**src/rtl/tft_spi_tx.sv**
```systemverilog
// Byte-level SPI mode-0 transmitter for a 4-wire TFT panel (SCK/MOSI/CS_n/DC).
// Bytes are shifted out MSB first. CS_n is held low for CS_HOLD idle cycles after a byte
// so that closely spaced bytes share one chip-select window.
module tft_spi_tx #(
    parameter int unsigned CLK_DIV = 2,  // clk cycles per SCK half-period, 1..255
    parameter int unsigned CS_HOLD = 8   // idle cycles CS_n lingers low, 1..255
) (
    input  logic       clk,
    input  logic       rst,
    input  logic       transmit,
    input  logic       dc,
    input  logic [7:0] data,
    output logic       busy,
    output logic       overrun,
    output logic       spi_sck,
    output logic       spi_mosi,
    output logic       spi_cs_n,
    output logic       spi_dc
);

    localparam logic [7:0] DivLoad  = 8'(CLK_DIV - 1);
    localparam logic [7:0] HoldLoad = 8'(CS_HOLD);

    typedef enum logic [1:0] {StIdle, StShift, StLinger} state_t;

    state_t     state_q, state_d;
    logic [7:0] div_q, div_d;
    logic [3:0] half_q, half_d;
    logic [7:0] hold_q, hold_d;
    logic [7:0] shreg_q, shreg_d;
    logic       busy_q, busy_d;
    logic       overrun_q, overrun_d;
    logic       sck_q, sck_d;
    logic       mosi_q, mosi_d;
    logic       cs_n_q, cs_n_d;
    logic       dc_q, dc_d;
    logic       accept;

    // busy is only low in IDLE/LINGER, so an accept always comes from one of those states.
    assign accept = transmit & ~busy_q;

    // Next-state logic: sequencing of half-periods, CS_n linger and the accept reload.
    always_comb begin
        state_d   = state_q;
        div_d     = div_q;
        half_d    = half_q;
        hold_d    = hold_q;
        shreg_d   = shreg_q;
        busy_d    = busy_q;
        sck_d     = sck_q;
        mosi_d    = mosi_q;
        cs_n_d    = cs_n_q;
        dc_d      = dc_q;
        overrun_d = transmit & busy_q;

        unique case (state_q)
            StIdle: begin
                mosi_d = 1'b0;
                cs_n_d = 1'b1;
            end
            StShift: begin
                if (div_q != 8'd0) begin
                    div_d = div_q - 8'd1;
                end else if (half_q == 4'd15) begin
                    state_d = StLinger;
                    sck_d   = 1'b0;
                    busy_d  = 1'b0;
                    hold_d  = HoldLoad;
                end else begin
                    half_d = half_q + 4'd1;
                    div_d  = DivLoad;
                    sck_d  = ~sck_q;
                    // Leaving an odd (SCK high) half: present the next bit while SCK is low.
                    if (half_q[0]) begin
                        mosi_d  = shreg_q[6];
                        shreg_d = {shreg_q[6:0], 1'b0};
                    end
                end
            end
            StLinger: begin
                if (hold_q == 8'd1) begin
                    state_d = StIdle;
                    cs_n_d  = 1'b1;
                    mosi_d  = 1'b0;
                end else begin
                    hold_d = hold_q - 8'd1;
                end
            end
            default: begin
                state_d = StIdle;
            end
        endcase

        // Accept overrides the LINGER expiry so CS_n stays low for back-to-back bytes.
        if (accept) begin
            state_d = StShift;
            div_d   = DivLoad;
            half_d  = 4'd0;
            shreg_d = data;
            busy_d  = 1'b1;
            sck_d   = 1'b0;
            mosi_d  = data[7];
            cs_n_d  = 1'b0;
            dc_d    = dc;
        end
    end

    // State and output registers with synchronous active-low reset.
    always_ff @(posedge clk) begin
        if (!rst) begin
            state_q   <= StIdle;
            div_q     <= 8'd0;
            half_q    <= 4'd0;
            hold_q    <= 8'd0;
            shreg_q   <= 8'd0;
            busy_q    <= 1'b0;
            overrun_q <= 1'b0;
            sck_q     <= 1'b0;
            mosi_q    <= 1'b0;
            cs_n_q    <= 1'b1;
            dc_q      <= 1'b0;
        end else begin
            state_q   <= state_d;
            div_q     <= div_d;
            half_q    <= half_d;
            hold_q    <= hold_d;
            shreg_q   <= shreg_d;
            busy_q    <= busy_d;
            overrun_q <= overrun_d;
            sck_q     <= sck_d;
            mosi_q    <= mosi_d;
            cs_n_q    <= cs_n_d;
            dc_q      <= dc_d;
        end
    end

    assign busy     = busy_q;
    assign overrun  = overrun_q;
    assign spi_sck  = sck_q;
    assign spi_mosi = mosi_q;
    assign spi_cs_n = cs_n_q;
    assign spi_dc   = dc_q;

endmodule

```
**config.mk**
```make
export PLATFORM = sky130hd
export DESIGN_NAME = tft_spi_tx
export DESIGN_NICKNAME = d
export VERILOG_FILES = /design/src/rtl/tft_spi_tx.sv
export SDC_FILE = /design/constraint.sdc
export NUM_CORES = 1
export LEC_CHECK = 0
export CAP_MARGIN = 20
export CORE_MARGIN = 2
export CORE_UTILIZATION = 55
export DETAILED_ROUTE_END_ITERATION = 8
export GPL_TIMING_DRIVEN = 0
export PLACE_DENSITY = 0.77
export SLEW_MARGIN = 20
export SYNTH_ARGS = -nofsm -noshare
export SYNTH_HDL_FRONTEND = slang
export SYNTH_SLANG_ARGS = --single-unit
```
**constraint.sdc**
```tcl
create_clock -name clk -period 5.5 [get_ports clk]
set_clock_uncertainty 0.15 [all_clocks]
set_input_delay 0.55 -clock clk [delete_from_list [all_inputs] [get_ports clk]]
set_output_delay 0.55 -clock clk [all_outputs]
set_load 0.02 [all_outputs]
```
==> summary.md <==
| Metric | Value |
|---|---|
| Root buffer cell | clkbuf_4 |
| Syn Nets | 237 |
| ANT nets after route | 0 |
| Top-area cell type share of the netlist area | 38.7% |
| Slew Viols, Final | 0 |
| DR DRC count | 0 |
| Worst IR drop on VDD | 0.140 mV |
| Req. time, crit path | 5620 ps |
| Synth Instances | 217 |
| Clock Latency Late Sink | 340 ps |
| Clk pin slew, worst setup/hold paths | 100 ps |
| Cell count after placement | 278 |
| Post-Syn Area | 1810 sq um |
| Count of cell types in the netlist | 41 |
| # hold bufs at CTS | 0 |
| #FFs+latches synth | 35 |
| GP Congestion | 0.894 |
| Seq/Total Area, Yosys | 38.7% |
| HP Start | spi_dc$_SDFFE_PN0P_ |
| Largest net degree at the start of global routing | 11 |
| Remaining Overflow, GRT | 0 |
| Antenna cell count | 0 |
| Most frequent cells in the layout | dfxtp_1, a21oi_1, o21ai_0 |
| CTS tree | built |
| Gr busiest metal | met2 |
| Layout cells sized above 1 | 5.00% |
| Core ar. | 3100 sq um |
| Arr. time, crit path | 2660 ps |
| GR met1 Demand/Resource | 29.3% |
| Design area | 2080 sq um |
| Final hold vios | 0 |
| Global-route wire length before repair | 7.28 mm |
| Met2 GRT Util | 46.7% |
| Sink Count | 35 |
| Outcome | finished clean |
| Die width | 61.4 um |
| Worst relative slew slack | 31.1% |
| Crit path max fanout | 7 |
| Hold-critical path depth | 2 |
| Vias | 1783 |
| Biggest area consumer among synthesized cells | dfxtp_1 |
| Number of setup buffers added after CTS | 0 |
| P&R area growth vs syn | 14.7% |
| PwrDens | 257 nW/um^2 |
| Number of CTS-inserted buffers | 5 |
| Setup_tns | 0 ps |
| IO Pins | 18 |
| Initial antenna violation count | 0 |
| Max clock buf depth | 2 |
| Final std cells w/o fill | 284 |
| Mapped Avg Cell Area | 8.34 sq um |
| Commonest non-fill, non-tap cell in the layout | dfxtp_1 |
| Number of max-cap violations | 0 |
| H-tree Lvls | 2 |
| DP HPWL | 3.09 mm |
| Top cells by area, synth | dfxtp_1, ha_1, a21oi_1, o21ai_0, o31ai_1 |
| Yosys Warn Count | 0 |
| Final WL | 4.23 mm |
| WL/cell | 14.9 um |
| Setup CP Type | flop to flop |
| Number of global-route vias before repair | 1737 |
| Util after Layout | 66.9% |
| Final setup violation count | 0 |
| Placed Area | 2040 sq um |
| Tot Pwr | 535 uW |
| Leak Pwr | 0.000738 uW |
| GR Util All Layers | 25.7% |
| Hold WC Path Type | flop to flop |
| Initial Util | 58.3% |
| DIE HEIGHT | 61.4 um |
| Min cycle time layout | 2540 ps |
| R2R setup slack | 2960 ps |
| Die area | 3770 sq um |
| RSZ-0062 raised after global routing | no |
| Tcrit/Tclk final | 46.2% |
| # rows | 20 |
| Slew @ Worst Pin | 1020 ps |
| R2R cell count | 5 |
| Post-CTS sizing | 0 |
| Worst Setup End Kind | flop |
| Fmax | 394 MHz |
| R2r startpoint | div_q[2]$_SDFFE_PP0P_ |
| IO Port Bufs | 17 |
| FF-to-FF End | state_q[1]$_SDFFE_PP0P_ |
| CP startpoint kind | flop |
| Net count, final | 261 |
| Drt pass-1 iters | 4 |
| Post-DR vias/cell | 6.28 |
| Hold Path End | spi_dc$_SDFFE_PN0P_ |
| Met3 GRT Util | 7.35% |
| Slowest-stage cell, CP | nor4_1 |
| Crit path cell chain | buf_6, nor4_1, nand3_1, or4_1, a21oi_1 |
| Worst path max stage delay | 870 ps |
| First DRT Iteration DRCs | 113 |
[critical path, delay by kind of cell (launching register included)]
family | cells | cell delay (ps)
buffers and inverters | 1 | 130
AOI/OAI and AO/OA | 1 | 150
DFF | 1 | 320
and+or+nand+nor | 3 | 1730
[cell type report]
type,instances,area [sq um]
clock buffer,6,41.3
inverter,13,48.8
tap,44,55.1
fill,300,1030
multi-input combinational,157,1000
timing repair buffer,17,170
buffer,12,61.3
sequential,35,701
[where the power goes]
group          switching [uW]  leakage (uW)  internal, uW
registers                14.1      0.000286           270
clock network            81.6     0.0000242          45.5
logic                    72.3      0.000427          51.2
total                     168      0.000738           367
[synth_stat cells, drive strengths merged]
cell type / instances
dfxtp: 35
a21oi: 19
o21ai: 18
nand2: 14
inv: 13
nand3: 12
o31ai: 11
or4: 11
clkbuf: 9
nor2: 9
a31oi: 8
ha: 8
nand4: 5
or3: 5
nor4: 4
buf: 3
nor3: 3
a211oi: 2
and4: 2
mux2i: 2
o211ai: 2
o21a: 2
o311ai: 2
or3b: 2
xor2: 2
a2bb2oi: 1
a41o: 1
a41oi: 1
and2: 1
and3: 1
and4b: 1
nand2b: 1
nor2b: 1
nor3b: 1
o2111ai: 1
o31a: 1
o41ai: 1
or2: 1
xnor2: 1
[state kept, by name, summed over array words and instances, names as in the netlist]
name / cells
shreg_q: 7
div_q: 8
spi_dc: 1
overrun: 1
spi_sck: 1
half_q: 4
spi_mosi: 1
busy: 1
spi_cs_n: 1
state_q: 2
hold_q: 8
[worst max-delay path by stage]
stage                     startpoint                 endpoint
5_1_grt        div_q[2]$_SDFFE_PP0P_  state_q[1]$_SDFFE_PP0P_
4_1_cts        div_q[0]$_SDFFE_PN0P_   hold_q[7]$_SDFFE_PN0P_
3_3_place_gp   div_q[2]$_SDFFE_PP0P_  state_q[1]$_SDFFE_PP0P_
2_1_floorplan  div_q[0]$_SDFFE_PN0P_   hold_q[6]$_SDFFE_PN0P_
6_report       div_q[2]$_SDFFE_PP0P_  state_q[1]$_SDFFE_PP0P_
3_5_place_dp   div_q[2]$_SDFFE_PP0P_  state_q[1]$_SDFFE_PP0P_
[routing by layer]
layer  wire (um)  vias to the layer above
met1        1840                      850
met2        2100                       58
li1            -                      866
met3         220                        9
met4          70                        0
met5           0                        -
[stage by stage]
stage / setup WS, ps / hold slack [ps]
2_1_floorplan: 3220 / 299
3_3_place_gp: 3090 / 294
3_5_place_dp: 3010 / 313
4_1_cts: 2990 / 327
5_1_grt: 2780 / 351
6_report: 2960 / 318
[cells by family after synthesis]
kind of cell,share of synthesized area (%)
and+or+nand+nor,23.2
adders and majority gates,5.53
DFF,38.7
xor gates and xnor gates,1.45
muxes,1.11
AOI/OAI and AO/OA,24.0
buffers and inverters,6.08
No activity file was read; power rests on OpenSTA's default activity.
